File: config.mk
export PLATFORM = sky130hd
export DESIGN_NAME = hazard_controller
export DESIGN_NICKNAME = d
export VERILOG_FILES = /design/src/rtl/hazard_controller.sv
export SDC_FILE = /design/constraint.sdc
export NUM_CORES = 1
export LEC_CHECK = 0
export BUFFER_PORTS_ARGS = -buffer_cell sky130_fd_sc_hd__buf_2
export CORE_MARGIN = 4
export CORE_UTILIZATION = 40
export DETAILED_ROUTE_END_ITERATION = 16
export PLACE_DENSITY = 0.61
export SLEW_MARGIN = 15
export SYNTH_ARGS = -nofsm -noshare
export SYNTH_HDL_FRONTEND = slang
export SYNTH_SLANG_ARGS = --single-unit
File: constraint.sdc
create_clock -name clk -period 3.25 [get_ports clk]
set_input_delay 0.325 -clock clk [delete_from_list [all_inputs] [get_ports clk]]
set_output_delay 0.325 -clock clk [all_outputs]
set_load 0.02 [all_outputs]
File: src/rtl/hazard_controller.sv
// Pipeline hazard sequencer: memory-wait stalls with timeout, redirect and load-use
// handling, EX operand forwarding select and a saturating stall-cycle counter.
module hazard_controller #(
  parameter int TIMEOUT = 255,
  parameter int CNT_W   = 32
) (
  input  logic             clk,
  input  logic             clr,
  input  logic [4:0]       readAddress1_ID,
  input  logic [4:0]       readAddress2_ID,
  input  logic [4:0]       readAddress1_EX,
  input  logic [4:0]       readAddress2_EX,
  input  logic [4:0]       writeAddress_EX,
  input  logic [4:0]       writeAddress_MEM,
  input  logic [4:0]       writeAddress_WB,
  input  logic             regWrite_MEM,
  input  logic             regWrite_WB,
  input  logic [1:0]       resultSrc_EX,
  input  logic             PCSrc_EX,
  input  logic             memAccess_MEM,
  input  logic             memAck,
  output logic             memReq,
  output logic             stall_IF,
  output logic             stall_ID,
  output logic             stall_EX,
  output logic             stall_MEM,
  output logic             flush_ID,
  output logic             flush_EX,
  output logic             flush_WB,
  output logic [1:0]       forwardA_EX,
  output logic [1:0]       forwardB_EX,
  output logic             memError,
  output logic [CNT_W-1:0] stallCycles
);

  typedef enum logic [1:0] {
    ST_RUN      = 2'b00,
    ST_MEM_WAIT = 2'b01,
    ST_ERROR    = 2'b10
  } state_t;

  localparam logic [15:0] TO_LAST = 16'(TIMEOUT - 1);

  state_t           r_state;
  state_t           w_state_next;
  logic [15:0]      r_wait_cnt;
  logic             r_mem_error;
  logic [CNT_W-1:0] r_stall_cycles;
  logic             w_mem_stall;
  logic             w_load_use;

  // MEM result beats WB result; x0 is hardwired zero and never forwarded
  function automatic logic [1:0] fwd_sel(
    input logic       rw_mem,
    input logic [4:0] wa_mem,
    input logic       rw_wb,
    input logic [4:0] wa_wb,
    input logic [4:0] ra
  );
    logic [1:0] sel;
    if (rw_mem && (wa_mem != 5'd0) && (wa_mem == ra)) begin
      sel = 2'b10;
    end else if (rw_wb && (wa_wb != 5'd0) && (wa_wb == ra)) begin
      sel = 2'b01;
    end else begin
      sel = 2'b00;
    end
    return sel;
  endfunction

  // Next-state logic for the memory handshake
  always_comb begin
    w_state_next = r_state;
    case (r_state)
      ST_RUN: begin
        if (memAccess_MEM && !memAck) begin
          w_state_next = ST_MEM_WAIT;
        end else begin
          w_state_next = ST_RUN;
        end
      end
      ST_MEM_WAIT: begin
        if (memAck) begin
          w_state_next = ST_RUN;
        end else if (r_wait_cnt == TO_LAST) begin
          w_state_next = ST_ERROR;
        end else begin
          w_state_next = ST_MEM_WAIT;
        end
      end
      ST_ERROR: w_state_next = ST_ERROR;
      default:  w_state_next = ST_ERROR;
    endcase
  end

  // Stall/flush/request outputs; a memory stall overrides redirect and load-use
  always_comb begin
    w_mem_stall = 1'b0;
    memReq      = 1'b0;
    case (r_state)
      ST_RUN: begin
        w_mem_stall = memAccess_MEM && !memAck;
        memReq      = memAccess_MEM;
      end
      ST_MEM_WAIT: begin
        w_mem_stall = !memAck;
        memReq      = 1'b1;
      end
      ST_ERROR: begin
        w_mem_stall = 1'b1;
        memReq      = 1'b0;
      end
      default: begin
        w_mem_stall = 1'b1;
        memReq      = 1'b0;
      end
    endcase

    w_load_use = (resultSrc_EX == 2'b01) && (writeAddress_EX != 5'd0) &&
                 ((writeAddress_EX == readAddress1_ID) || (writeAddress_EX == readAddress2_ID));

    stall_IF  = 1'b0;
    stall_ID  = 1'b0;
    stall_EX  = 1'b0;
    stall_MEM = 1'b0;
    flush_ID  = 1'b0;
    flush_EX  = 1'b0;
    flush_WB  = 1'b0;
    if (w_mem_stall) begin
      stall_IF  = 1'b1;
      stall_ID  = 1'b1;
      stall_EX  = 1'b1;
      stall_MEM = 1'b1;
      flush_WB  = 1'b1;
    end else if (PCSrc_EX) begin
      flush_ID = 1'b1;
      flush_EX = 1'b1;
    end else if (w_load_use) begin
      stall_IF = 1'b1;
      stall_ID = 1'b1;
      flush_EX = 1'b1;
    end else begin
      flush_EX = 1'b0;
    end

    forwardA_EX = fwd_sel(regWrite_MEM, writeAddress_MEM, regWrite_WB, writeAddress_WB,
                          readAddress1_EX);
    forwardB_EX = fwd_sel(regWrite_MEM, writeAddress_MEM, regWrite_WB, writeAddress_WB,
                          readAddress2_EX);
  end

  // State, wait counter, sticky error and performance counter
  always_ff @(posedge clk) begin
    if (clr) begin
      r_state        <= ST_RUN;
      r_wait_cnt     <= 16'd0;
      r_mem_error    <= 1'b0;
      r_stall_cycles <= '0;
    end else begin
      r_state <= w_state_next;
      if ((r_state != ST_MEM_WAIT) && (w_state_next == ST_MEM_WAIT)) begin
        r_wait_cnt <= 16'd0;
      end else if (r_state == ST_MEM_WAIT) begin
        r_wait_cnt <= r_wait_cnt + 16'd1;
      end else begin
        r_wait_cnt <= r_wait_cnt;
      end
      if (w_state_next == ST_ERROR) begin
        r_mem_error <= 1'b1;
      end else begin
        r_mem_error <= r_mem_error;
      end
      if (stall_IF && !(&r_stall_cycles)) begin
        r_stall_cycles <= r_stall_cycles + {{(CNT_W-1){1'b0}}, 1'b1};
      end else begin
        r_stall_cycles <= r_stall_cycles;
      end
    end
  end

  assign memError    = r_mem_error;
  assign stallCycles = r_stall_cycles;

endmodule

; Word level (Yosys, flattened, before mapping)
; Cells that the tools add are included.
[classes]
n_addsub = 2
mux = 18
eq_ne = 12
reduce_logical = 20
[ops]
columns = op, count
row1 = $add A32 B1 Y32 const B, 1
row2 = $reduce_and A32 Y1, 1
row3 = $eq A5 B5 Y1, 6
row4 = $add A16 B1 Y16 const B, 1
row5 = $eq A16 B8 Y1 const B, 1
row6 = $reduce_bool A5 Y1, 3
row7 = $logic_and A1 B1 Y1, 11
row8 = $mux W1, 11
row9 = $mux W2, 4
row10 = $eq A2 B1 Y1 const B, 3
row11 = $pmux W1 S2, 2
row12 = $pmux W2 S2, 1
row13 = $eq A2 B2 Y1 const B, 1
row14 = $logic_not A1 Y1, 2
row15 = $logic_not A2 Y1, 1
row16 = $ne A2 B1 Y1 const B, 1
row17 = $reduce_or A2 Y1, 1
row18 = $logic_or A1 B1 Y1, 1
[word_totals]
input_bits = 44
reg_bits = 51
output_inout_bits = 45
wordCells = 56

; Depth between registers and ports, before layout
[logic_depth]
depth_word = 7
depth_mapped = 9
depth_no_buf = 8

; Worst setup path before layout
; Ideal clock, no wire load.
[synth_path]
path_type = register to register
from = register r_stall_cycles[0], in the netlist stallCycles[0]
to = register r_stall_cycles[30], in the netlist stallCycles[30]
arrival_ns = 2.285
t_required_ns = 3.180
stages_incl_launch_ff = 8
n_path_buf = 0
setup_ns = 0.070
path_slack_ns = 0.895
synth_period_minus_slack_ns = 2.355
path_cell_list = dfxtp_1 ha_1 nand4_1 nor3_4 nand4_4 or4_1 or3_1 a21oi_1
[synth_via]
elab_chain_cells = 3
word_cells_on_any_way = 4
classes_between = add/sub (1) / reduce/logical (3)
[synth_lines]
columns = item, line
row1 = start: declaration, 48  ; logic [CNT_W-1:0] r_stall_cycles;
row2 = start signal: assignment, 174  ; r_stall_cycles <= r_stall_cycles + {{(CNT_W-1){1'b0}}, 1'b1};
row3 = start signal: assignment, 176  ; r_stall_cycles <= r_stall_cycles;
row4 = "parallel branches: the longest is 3 deep, another holds $add A32 B1 Y32", --
; Several ways; the timed one is not identified.
; A chain may end at the register's enable or synchronous reset.

; Final worst setup path
[layout_path]
from = register r_stall_cycles[0], in the netlist stallCycles[0]
to = register r_stall_cycles[20], in the netlist stallCycles[20]
; Same word-level chain as after synthesis.

==> flow_summary_export.csv <==
group,metric,value,unit
run_status,status,"complete, no violations",
routing,route.detailed.drc,0,
cts,hold_buffers,0,
worst_setup_path,crit_buf_inv,0,
global_routing,grt_pass1_vias,2643,
cts,cts_made_buffers,5,
cts,cts_num_sinks,51,
routing,drt_iter0_drc,114,
yosys,synthFlopType,"dfxtp_1",
timing,tightest_slew,821,ps
worst_setup_path,cp-start-kind,"register",
cts,tritoncts,"done",
placement,dpl.hpwl,5420,um
cells_and_area,fill_cells,738,
yosys,synth_area_per_cell,8.09,um^2
die,initial_core_util,0.414,
yosys,synth_xor_area_frac,0.124,
timing,setup-violations-final,0,
timing,hold_viol_final,0,
cells_and_area,multi_input_area,0.00189,mm^2
yosys,synth_cell_types,44,
cells_and_area,area_delta_synth_final,19.8,%
routing,wl,7220,um
timing,maxClockFrequency,398,MHz
timing,fin_skew,15.9,ps
global_routing,grt_max_degree,53,
die,dieWidth,95.1,um
routing,first_pass_iters,4,
worst_setup_path,crit_chain,"ha_1 > nand4_1 > nor3_4 > and4_1 > nor4_1 > mux2_2",
yosys,synth_seq_cells,51,
cts,root_buffer,"clkbuf_8",
yosys,ys_async_sr_fraction,0,
placement,io_buffers,88,
global_routing,antenna_found_initial,0,
yosys,synth.cell_area,0.00304,mm^2
worst_setup_path,critPathCaptureType,"register",
cells_and_area,layout_commonest_cell,"buf_2",
worst_setup_path,worstPathArrival,2700,ps
placement,place_area,0.00352,mm^2
placement,dp.cells,543,
global_routing,overflow,0,
yosys,synth_edf_count,0,
power,irDropWorstVdd,213,uV
worst_hold_path,hold_path.class,"primary input to register",
routing,num_vias,2950,
yosys,postSynthCellCount,375,
power,leakage,1.45,nW
flow_run,drv_cap,0,
cells_and_area,fin_cells,551,
timing,rsz0062_at_grt,"false",
routing,drt-wirelength-per-cell,13.1,um
die,die_y,95.1,um
yosys,yosysWarnings,0,
cells_and_area,n_antenna_cell,0,
die,io_pins,89,
die,die-area,0.00905,mm^2
cts,cts-resized-gates,0,
cells_and_area,drive_gt1_frac,0.250,
yosys,synthAdderAreaFrac,0.0124,
placement,place_ws,768,ps
cells_and_area,seqCellArea,0.00102,mm^2
cts,cts_buffer_depth,2,
cts,post-cts-setup-buffers,0,
cells_and_area,layout_common_cells,"buf_2 (88), dfxtp_1 (51), nor2_1 (44)",
die,coreArea,0.00733,mm^2
timing,fin_crit_sh,0.772,
cells_and_area,final_cell_area,0.00364,mm^2
yosys,yosysSeqAreaShare,0.336,
placement,place_congestion,0.785,
timing,layout_setup_ws,740,ps
worst_setup_path,critPathMaxFanout,26,
worst_setup_path,cp_slowest_stage_delay,780,ps
cts,clk_latency,310,ps
worst_setup_path,critical_path.slowest_cell,"and4_1",
cts,clk_pin_slew,100,ps
global_routing,grt_pass1_wl,11800,um
routing,ant_nets,0,
global_routing,track_usage,0.158,
cts,htree_levels,2,
worst_setup_path,cp.required,3440,ps
routing,via_per_inst,5.35,
yosys,synthMuxAreaShare,0.0297,
timing,hold_slack,327,ps
timing,setup_tns,0,ps
cells_and_area,fin_nets,498,
yosys,synth_compound_area_frac,0.114,
yosys,synth_top_family_by_area,"simple AND/OR/NAND/NOR gates",
worst_setup_path,crit_type,"register to register",
worst_setup_path,cp_top_family,"simple AND/OR/NAND/NOR gates",
timing,finalCriticalPeriod,2510,ps
yosys,synth_nets,422,
die,row_count,31,
power,p_per_area,339,mW/mm^2
yosys,synthSimpleGateAreaFrac,0.343,
timing,maxSlewHeadroom,0.453,
timing,drv_slew,0,
area by class of cell:
type	instances	area share
multi-input cells	298	0.521
flip-flops and latches	51	0.281
repair buffers	89	0.127
well taps	99	0.0341
clock buffers	5	0.0189
clock inverters	3	0.0127
inverters	6	0.00619
metrics by stage:
stage | util | power (mW)
6_report | 0.496 | 1.23
4_1_cts | 0.496 | 1.25
3_3_place_gp | 0.480 | 0.791
3_5_place_dp | 0.480 | 0.793
5_1_grt | 0.496 | 1.29
2_1_floorplan | - | 0.733
final timing paths:
path                                                   from                      endpoint  slack [ps]  cells after the start
worst max-delay path            stallCycles[0]$_SDFFE_PP0P_  stallCycles[20]$_SDFFE_PP0P_         740                      6
worst min-delay path                                 memAck         r_state[1]$_SDFF_PP0_         330                      4
worst max register to register  stallCycles[0]$_SDFFE_PP0P_  stallCycles[20]$_SDFFE_PP0P_         740                      6
worst min register to register        memError$_SDFFE_PP0N_         memError$_SDFFE_PP0N_         480                      2
power by group:
group | switching, mW | internal [mW] | total, mW
combinational | 0.0855 | 0.0591 | 0.145
clock | 0.225 | 0.232 | 0.457
sequential | 0.00485 | 0.628 | 0.633
total | 0.315 | 0.919 | 1.23
logic make-up after synthesis:
family / count (synthesis)
flops: 51
buf+inv: 26
fa+ha+maj: 3
xor+xnor: 43
simple gates: 185
mux: 8
compound gates: 59
cells in the mapped netlist, types with 2 or more instances:
master     n  area, um^2
xor2_1    32         280
nand4b_1   2        17.5
buf_4      3        22.5
or3_1     12        75.1
nor4_1    11        68.8
o41ai_1    2        17.5
nand4_1   17         106
o31ai_1    8        60.1
dfxtp_1   51        1020
xnor2_1   11        96.3
nor2b_1   12        75.1
mux2_2     8        90.1
and3_1     6        37.5
buf_2      4        20.0
inv_1      6        22.5
or2_2      3        18.8
nand3_1   15        75.1
nor2_1    44         165
o21ai_0   17        85.1
clkbuf_1  11        41.3
or4_1     16         120
and4_1     7        61.3
a21oi_1   25         125
nand2_1   22        82.6
nor3_1     9        45.0
ha_1       3        37.5
worst min-delay path: cells and delay by family:
family	cells	cell delay [ps]
and+or+nand+nor	3	170
buffers and inverters	1	100
flip-flops by register name, indices dropped and copies added, names as in the netlist:
register	cells
r_state	2
stallCycles	32
memError	1
r_wait_cnt	16
routing by layer:
layer / GRT usage / vias to the layer above / wire, um / share of wire
li1: - / 1525 / - / -
met3: 0.0331 / 2 / 395 / 0.055
met2: 0.282 / 70 / 3530 / 0.49
met4: 0.0325 / 0 / 29 / 0.0040
met1: 0.195 / 1353 / 3270 / 0.45
met5: 0 / - / 0 / 0
Note: power is estimated with default switching activity, not from simulation.
